--- src/rtl/mod_enc_mixcolumns.sv ---
// AES-256 encryption MixColumns stage with a registered output.
// Latency: 4/COLS_PER_CYCLE cycles from accept to out_valid, or 1 cycle when bypass=1.
// Backpressure: the result is held while out_ready=0, and in_ready drops until the result is taken.
module mod_enc_mixcolumns #(
  parameter int COLS_PER_CYCLE = 1
) (
  input  logic             clk,
  input  logic             rst,
  input  logic             in_valid,
  output logic             in_ready,
  input  logic             bypass,
  input  logic [15:0][7:0] in,
  output logic             out_valid,
  input  logic             out_ready,
  output logic [15:0][7:0] out
);

  typedef logic [3:0][7:0] col_t;

  typedef enum logic [1:0] {
    IDLE = 2'd0,
    BUSY = 2'd1,
    BYP  = 2'd2,
    DONE = 2'd3
  } state_t;

  // This is the column index that holds the last group of a block.
  // When COLS_PER_CYCLE is 4, it wraps to 0, so the block finishes in one BUSY cycle.
  localparam logic [1:0] LAST_COL = 2'(4 - COLS_PER_CYCLE);
  localparam logic [1:0] COL_STEP = 2'(COLS_PER_CYCLE);

  state_t           state;
  state_t           state_nxt;
  logic [1:0]       col;
  logic [15:0][7:0] st;
  logic [15:0][7:0] out_nxt;
  logic             accept;

  function automatic logic [7:0] xtime(input logic [7:0] x);
    return {x[6:0], 1'b0} ^ (x[7] ? 8'h1b : 8'h00);
  endfunction

  // This computes one MixColumns column.
  // Index r of a and b is the row.
  function automatic col_t mix_col(input col_t a);
    col_t b;
    b[0] = xtime(a[0]) ^ xtime(a[1]) ^ a[1] ^ a[2] ^ a[3];
    b[1] = a[0] ^ xtime(a[1]) ^ xtime(a[2]) ^ a[2] ^ a[3];
    b[2] = a[0] ^ a[1] ^ xtime(a[2]) ^ xtime(a[3]) ^ a[3];
    b[3] = xtime(a[0]) ^ a[0] ^ a[1] ^ a[2] ^ xtime(a[3]);
    return b;
  endfunction

  // The stage accepts a new state when it is idle.
  // It also accepts one on the same edge that the finished result leaves.
  assign in_ready = (state == IDLE) | ((state == DONE) & out_ready);
  assign accept   = in_valid & in_ready;

  // This merges the columns computed this cycle into the current output.
  // The byte index {row, col} selects row r of column c.
  always_comb begin : mix_merge
    logic [1:0] c;
    col_t       a;
    col_t       b;
    c       = '0;
    a       = '0;
    b       = '0;
    out_nxt = out;
    for (int k = 0; k < COLS_PER_CYCLE; k++) begin
      c = col + 2'(k);
      for (int r = 0; r < 4; r++) begin
        a[r] = st[{2'(r), c}];
      end
      b = mix_col(a);
      for (int r = 0; r < 4; r++) begin
        out_nxt[{2'(r), c}] = b[r];
      end
    end
  end

  // This is the next-state logic for the block sequencing.
  always_comb begin
    state_nxt = state;
    case (state)
      IDLE: if (in_valid) state_nxt = bypass ? BYP : BUSY;
      BUSY: if (col == LAST_COL) state_nxt = DONE;
      BYP:  state_nxt = DONE;
      DONE: begin
        if (out_ready) begin
          if (in_valid) state_nxt = bypass ? BYP : BUSY;
          else          state_nxt = IDLE;
        end
      end
      default: state_nxt = IDLE;
    endcase
  end

  // This is the state register.
  always_ff @(posedge clk) begin
    if (rst) state <= IDLE;
    else     state <= state_nxt;
  end

  // This is the datapath.
  // It latches the input on accept, fills the output column by column, and holds it in DONE.
  always_ff @(posedge clk) begin
    if (rst) begin
      col       <= '0;
      st        <= '0;
      out       <= '0;
      out_valid <= 1'b0;
    end else begin
      if (accept) begin
        st  <= in;
        col <= '0;
      end
      case (state)
        BUSY: begin
          out <= out_nxt;
          col <= col + COL_STEP;
          if (col == LAST_COL) out_valid <= 1'b1;
        end
        BYP: begin
          out       <= st;
          out_valid <= 1'b1;
        end
        DONE: if (out_ready) out_valid <= 1'b0;
        default: ;
      endcase
    end
  end

endmodule

--- config.mk ---
export PLATFORM = sky130hd
export DESIGN_NAME = mod_enc_mixcolumns
export DESIGN_NICKNAME = d
export VERILOG_FILES = /design/src/rtl/mod_enc_mixcolumns.sv
export SDC_FILE = /design/constraint.sdc
export NUM_CORES = 1
export LEC_CHECK = 0
export CAP_MARGIN = 25
export CORE_MARGIN = 8
export CORE_UTILIZATION = 23
export DETAILED_ROUTE_END_ITERATION = 7
export PLACE_DENSITY = 0.4
export SLEW_MARGIN = 20
export SYNTH_ARGS = -nofsm -noshare
export SYNTH_HDL_FRONTEND = slang
export SYNTH_SLANG_ARGS = --single-unit
export TNS_END_PERCENT = 5
--- constraint.sdc ---
create_clock -name clk -period 7.5 [get_ports clk]
set_input_delay 1.125 -clock clk [delete_from_list [all_inputs] [get_ports clk]]
set_output_delay 1.125 -clock clk [all_outputs]
set_load 0.005 [all_outputs]
# Yosys cells after proc, flatten, opt, wreduce, memory -nomap -nowiden
# Index checks and enable logic that the tools add are counted.
[op_classes]
addsub = 1
n_lt_le_gt_ge = 8
n_eq_ne = 7
n_mux = 36
n_bitwise = 23
n_reduce_logical = 10
[ops]
columns = ["op", "count"]
rows = [
  ["128-bit bitwise mux", 4],
  ["128-bit case mux with 2 select lines", 1],
  ["8-bit bitwise XOR", 16],
  ["8-bit binary-select mux with 2-bit select", 4],
  ["8-bit demux with 2-bit select", 4],
  ["8-bit two-way mux", 8],
  ["8-bit by 5-bit bitwise XOR with 8-bit output", 4],
  ["5-bit two-way mux", 4],
  ["2-bit two-way mux", 7],
  ["4-bit by 5-bit < comparator with 1-bit output, second input constant", 2],
  ["4-bit by 1-bit greater-or-equal comparator with 1-bit output, second input constant", 2],
  ["2-bit case mux with 4 select lines", 1],
  ["2-bit equality test, second input constant", 3],
  ["2-bit inequality test, second input constant", 3],
  ["3-bit AND reduction", 2],
  ["2-bit by 5-bit < comparator with 1-bit output, second input constant", 1],
  ["3-bit by 5-bit < comparator with 1-bit output, second input constant", 1],
  ["1-bit logical AND", 4],
  ["2-bit nonzero test", 2],
  ["3-bit by 1-bit greater-or-equal comparator with 1-bit output, second input constant", 1],
  ["1-bit case mux with 3 select lines", 1],
  ["3-bit nonzero test", 1],
  ["2-bit by 1-bit adder with 2-bit output, second input constant", 1],
  ["1-bit AND", 2],
  ["other kinds (5)", 6],
]
[totals]
regBits = 261
inputBits = 133
elab_cells = 120

# Longest topological paths before layout
[logic_depth]
ltp_word = 13
mapped_depth = 9
mapped_depth_nobuf = 7

# Worst setup path after synthesis
# No wires, ideal clock.
[synth_path]
path_type = "reg-to-reg"
start = "reg col[0]"
end = "reg out[113] in the netlist's numbering"
setup_time_ns = 0.134
arrival_ns = 2.284
required_ns = 7.366
setup_slack_ns = 5.082
path_stages_with_launch = 8
path_buffers = 2
synth_period_minus_slack_ns = 2.418
path_cell_list = "dfxtp_1 > buf_6 > buf_4 > mux4_2 > xor2_1 > xnor3_1 > a211oi_1 > nor4_1"
[synth_between]
elab_chain_cells = 13
elab_cells_between_ends = 42
classes_between = "order compare (2); mux (19); bitwise (20); reduce/logical (1)"
[synth_rtl]
columns = ["element", "line_no", "text"]
rows = [
  ["start, declared", "34", "logic [1:0] col;"],
  ["start signal, assigned", "120", "col <= col + COL_STEP;"],
  ["8-bit binary-select mux with 2-bit select", "72", "a[r] = st[{2'(r), c}];"],
  ["8-bit two-way mux (not written as such)", "72", ""],
  ["5-bit two-way mux", "40", "return {x[6:0], 1'b0} ^ (x[7] ? 8'h1b : 8'h00);"],
  ["8-bit by 5-bit bitwise XOR with 8-bit output", "40", ""],
  ["8-bit bitwise XOR (4 in a row)", "47", "b[0] = xtime(a[0]) ^ xtime(a[1]) ^ a[1] ^ a[2] ^ a[3];"],
  ["128-bit bitwise mux (3 in a row)", "76", "out_nxt[{2'(r), c}] = b[r];"],
  ["128-bit bitwise mux (*)", "76", ""],
  ["128-bit case mux with 2 select lines (*)", "117", "case (state)"],
  ["end signal, assigned", "119", "out <= out_nxt;"],
  ["end signal, assigned", "124", "out <= st;"],
  ["end, declared", "15", "output logic [15:0][7:0] out"],
]
# Mark *: on every way between the ends. The rest lies on a longest branch, timed or not. The select of a mux whose other input is x is not followed.
# A chain may end at the register's enable or synchronous reset.

# Worst setup path in the final report
[layout_path]
start = "reg col[0]"
end = "reg out[55] in the netlist's numbering"
[layout_between]
elab_chain_cells = 12
elab_cells_between_ends = 38
classes_between = "order compare (2); mux (15); bitwise (20); reduce/logical (1)"
[layout_rtl]
columns = ["element", "line_no"]
rows = [
  ["8-bit binary-select mux with 2-bit select", "72"],
  ["8-bit two-way mux (not written as such)", "72"],
  ["8-bit by 5-bit bitwise XOR with 8-bit output", "40"],
  ["8-bit bitwise XOR (4 in a row)", "47"],
  ["128-bit bitwise mux (3 in a row)", "76"],
  ["128-bit bitwise mux (*)", "76"],
  ["128-bit case mux with 2 select lines (*)", "117"],
]
# Marks and branches as above.

==> qor.yml <==
status: "complete, no violations"
drtIter0Drc: 730
vias_per_cell: 4.77
synth_adder_area_share: 0.00923
seq_area_frac_synth: 0.428
synth_compound_area_frac: 0.0973
synth_top_family_by_area: "simple AND/OR/NAND/NOR gates"
peakVddDrop_v: 0.000335
grt_pass1_wl_um: 79400
syn_avg_cell_area_um2: 8.51
fp.dieW_um: 246
clock_skew_ps: 18.3
post_cts_buffers: 0
finalSetupTns_ps: 0
fin_ws_ps: 3740
synthSimpleGateAreaFrac: 0.251
gp_congestion: 0.772
final_nets: 1779
grt_antenna_before_repair: 2
final_util: 0.316
wire_per_inst_um: 23.1
crit_arrival_ps: 4140
synth_mux_area_frac: 0.0608
grt_max_degree: 111
cts_buffer_depth: 3
core_area_mm2: 0.0526
power.density_mw_per_mm2: 459
num_vias: 11200
drt-pass1-iter-count: 5
place_ws_ps: 3750
rsz0062_at_grt: "false"
grt_overflow: 0
wl_um: 54300
cts_max_level: 2
cts_hold_buffers: 0
initial_utilization: 0.232
cts_tree: "yes"
slew_violations: 0
cap_violations: 0
holdWs_ps: 473
cts_resized: 0
ys_types: 39
setup-violations-final: 0
syn_to_final_growth_pct: 36.1
hold_class: "reg2reg"
insertedDiodeCount: 0
synthCells: 1433
layout_commonest_cell: "nor2_1"
endpoint_kind: "register"
layout-drive-gt1-share: 0.0776
hold_viol: 0
cts.root.buffer_cell: "clkbuf_16"
yosys_warnings: 0
mostFrequentLayoutCells: "nor2_1 (340), clkdlybuf4s50_1 (261), nand2_1 (260), dfxtp_1 (259), a21oi_1 (139)"
grt_usage: 0.175
drc_errors: 0
die_area_mm2: 0.0607
leakagePower_nw: 6.24
io_pins: 263
cts.sinks: 261
finalPower_mw: 7.63
ys_ff_latch: 261
fin_crit_sh: 0.501
start_kind: "register"
fmax_mhz: 266
insertion_delay_ps: 540
required_ps: 7880
die_h_um: 246
crit_type: "reg2reg"
synthesis.area_mm2: 0.0122
detailed_place_hpwl_um: 38400
relSlewSlack: 0.280
finalCriticalPeriod_ps: 3760
path_clk_slew_ps: 60
yosys.area_share.xor_xnor: 0.109
row_count: 84
cts_buffers: 34
max_slew.worst_pin.slew_ps: 1080
crit_fanout: 19
syn_nets: 1575
ant_nets: 0
grt_pass1_vias: 11600
io_buffers: 262
==> power by group <==
group	switching (mW)	internal, mW
logic	2.20	1.58
registers	0.338	1.76
clock network	0.656	1.10
==> through the flow <==
step / cells / area, µm²
6_report: 2350 / 16600
5_1_grt: 2350 / 16600
4_1_cts: 2349 / 16600
3_5_place_dp: 2288 / 15400
2_1_floorplan: 1433 / 12200
3_3_place_gp: 2286 / 15300
==> path summary, 6_finish.rpt <==
path,start,end,slack [ps],depth (start not counted)
setup / recovery,col[0]$_SDFFE_PP0P_,out[55]$_SDFFE_PP0P_,3740,6
hold / removal,out_valid$_SDFFE_PP0P_,out_valid$_SDFFE_PP0P_,470,2
setup reg to reg,col[0]$_SDFFE_PP0P_,out[55]$_SDFFE_PP0P_,3740,6
hold reg to reg,out_valid$_SDFFE_PP0P_,out_valid$_SDFFE_PP0P_,470,2
==> metal layers <==
| metal | vias to the layer above | part of all wire | track usage |
|---|---|---|---|
| met1 | 5540 | 0.44 | 0.223 |
| met3 | 72 | 0.055 | 0.0378 |
| met4 | 2 | 0.022 | 0.0495 |
| met5 | - | 0.00024 | 0 |
| met2 | 281 | 0.48 | 0.295 |
| li1 | 5314 | - | - |
==> final cells by class <==
type	count	area [µm²]
Clock buffer	51	1050
Clock inverter	10	156
Tap cell	688	861
Multi-Input combinational cell	1051	6450
Sequential cell	261	5230
Inverter	6	22.5
Timing Repair Buffer	283	2840
Fill cell	5628	35900
==> sequential cells by signal, indices dropped and copies added, names as in the netlist <==
signal	flops
out	128
state	2
out_valid	1
st	128
col	2
==> Yosys cell counts <==
cell type | instances | area [µm²]
a2111oi_0 | 3 | 26.3
a2111oi_1 | 1 | 10.0
a2111oi_2 | 4 | 60.1
a211oi_1 | 40 | 300
a21o_1 | 1 | 7.51
a21oi_1 | 139 | 696
a221oi_1 | 1 | 8.76
a311oi_1 | 1 | 8.76
and2_1 | 1 | 6.26
buf_12 | 2 | 40.0
buf_2 | 4 | 20.0
buf_4 | 3 | 22.5
buf_6 | 5 | 56.3
clkbuf_1 | 99 | 372
clkbuf_2 | 1 | 5.00
dfxtp_1 | 261 | 5230
dlygate4sd3_1 | 1 | 10.0
ha_1 | 9 | 113
inv_1 | 6 | 22.5
mux2i_1 | 1 | 10.0
mux4_1 | 3 | 78.8
mux4_2 | 29 | 653
nand2_1 | 263 | 987
nand2b_1 | 2 | 12.5
nor2_1 | 340 | 1280
nor2b_1 | 2 | 12.5
nor4_1 | 120 | 751
o211ai_1 | 1 | 7.51
o21a_1 | 4 | 30.0
o21ai_0 | 5 | 25.0
o31ai_1 | 1 | 7.51
or3_1 | 2 | 12.5
xnor2_1 | 15 | 131
xnor2_2 | 5 | 81.3
xnor2_4 | 2 | 55.1
xnor3_1 | 38 | 856
xor2_1 | 14 | 123
xor2_2 | 2 | 32.5
xor3_1 | 2 | 47.6
==> logic make-up (layout without fill, tap and decap cells) <==
logic type | Yosys count | after routing
DFF | 261 | 261
adders and majority gates | 9 | 9
and+or+nand+nor | 730 | 730
buffers and inverters | 121 | 350
muxes | 33 | 33
AOI/OAI and AO/OA | 201 | 201
xor gates and xnor gates | 78 | 78
==> worst max-delay path: stages (launching register included) <==
cell	delay, ps
dfxtp_2	840
buf_4	480
mux4_1	880
xnor2_1	590
xnor3_1	600
nor2_1	130
nor4_1	70
No activity file was read; power rests on OpenSTA's default activity.
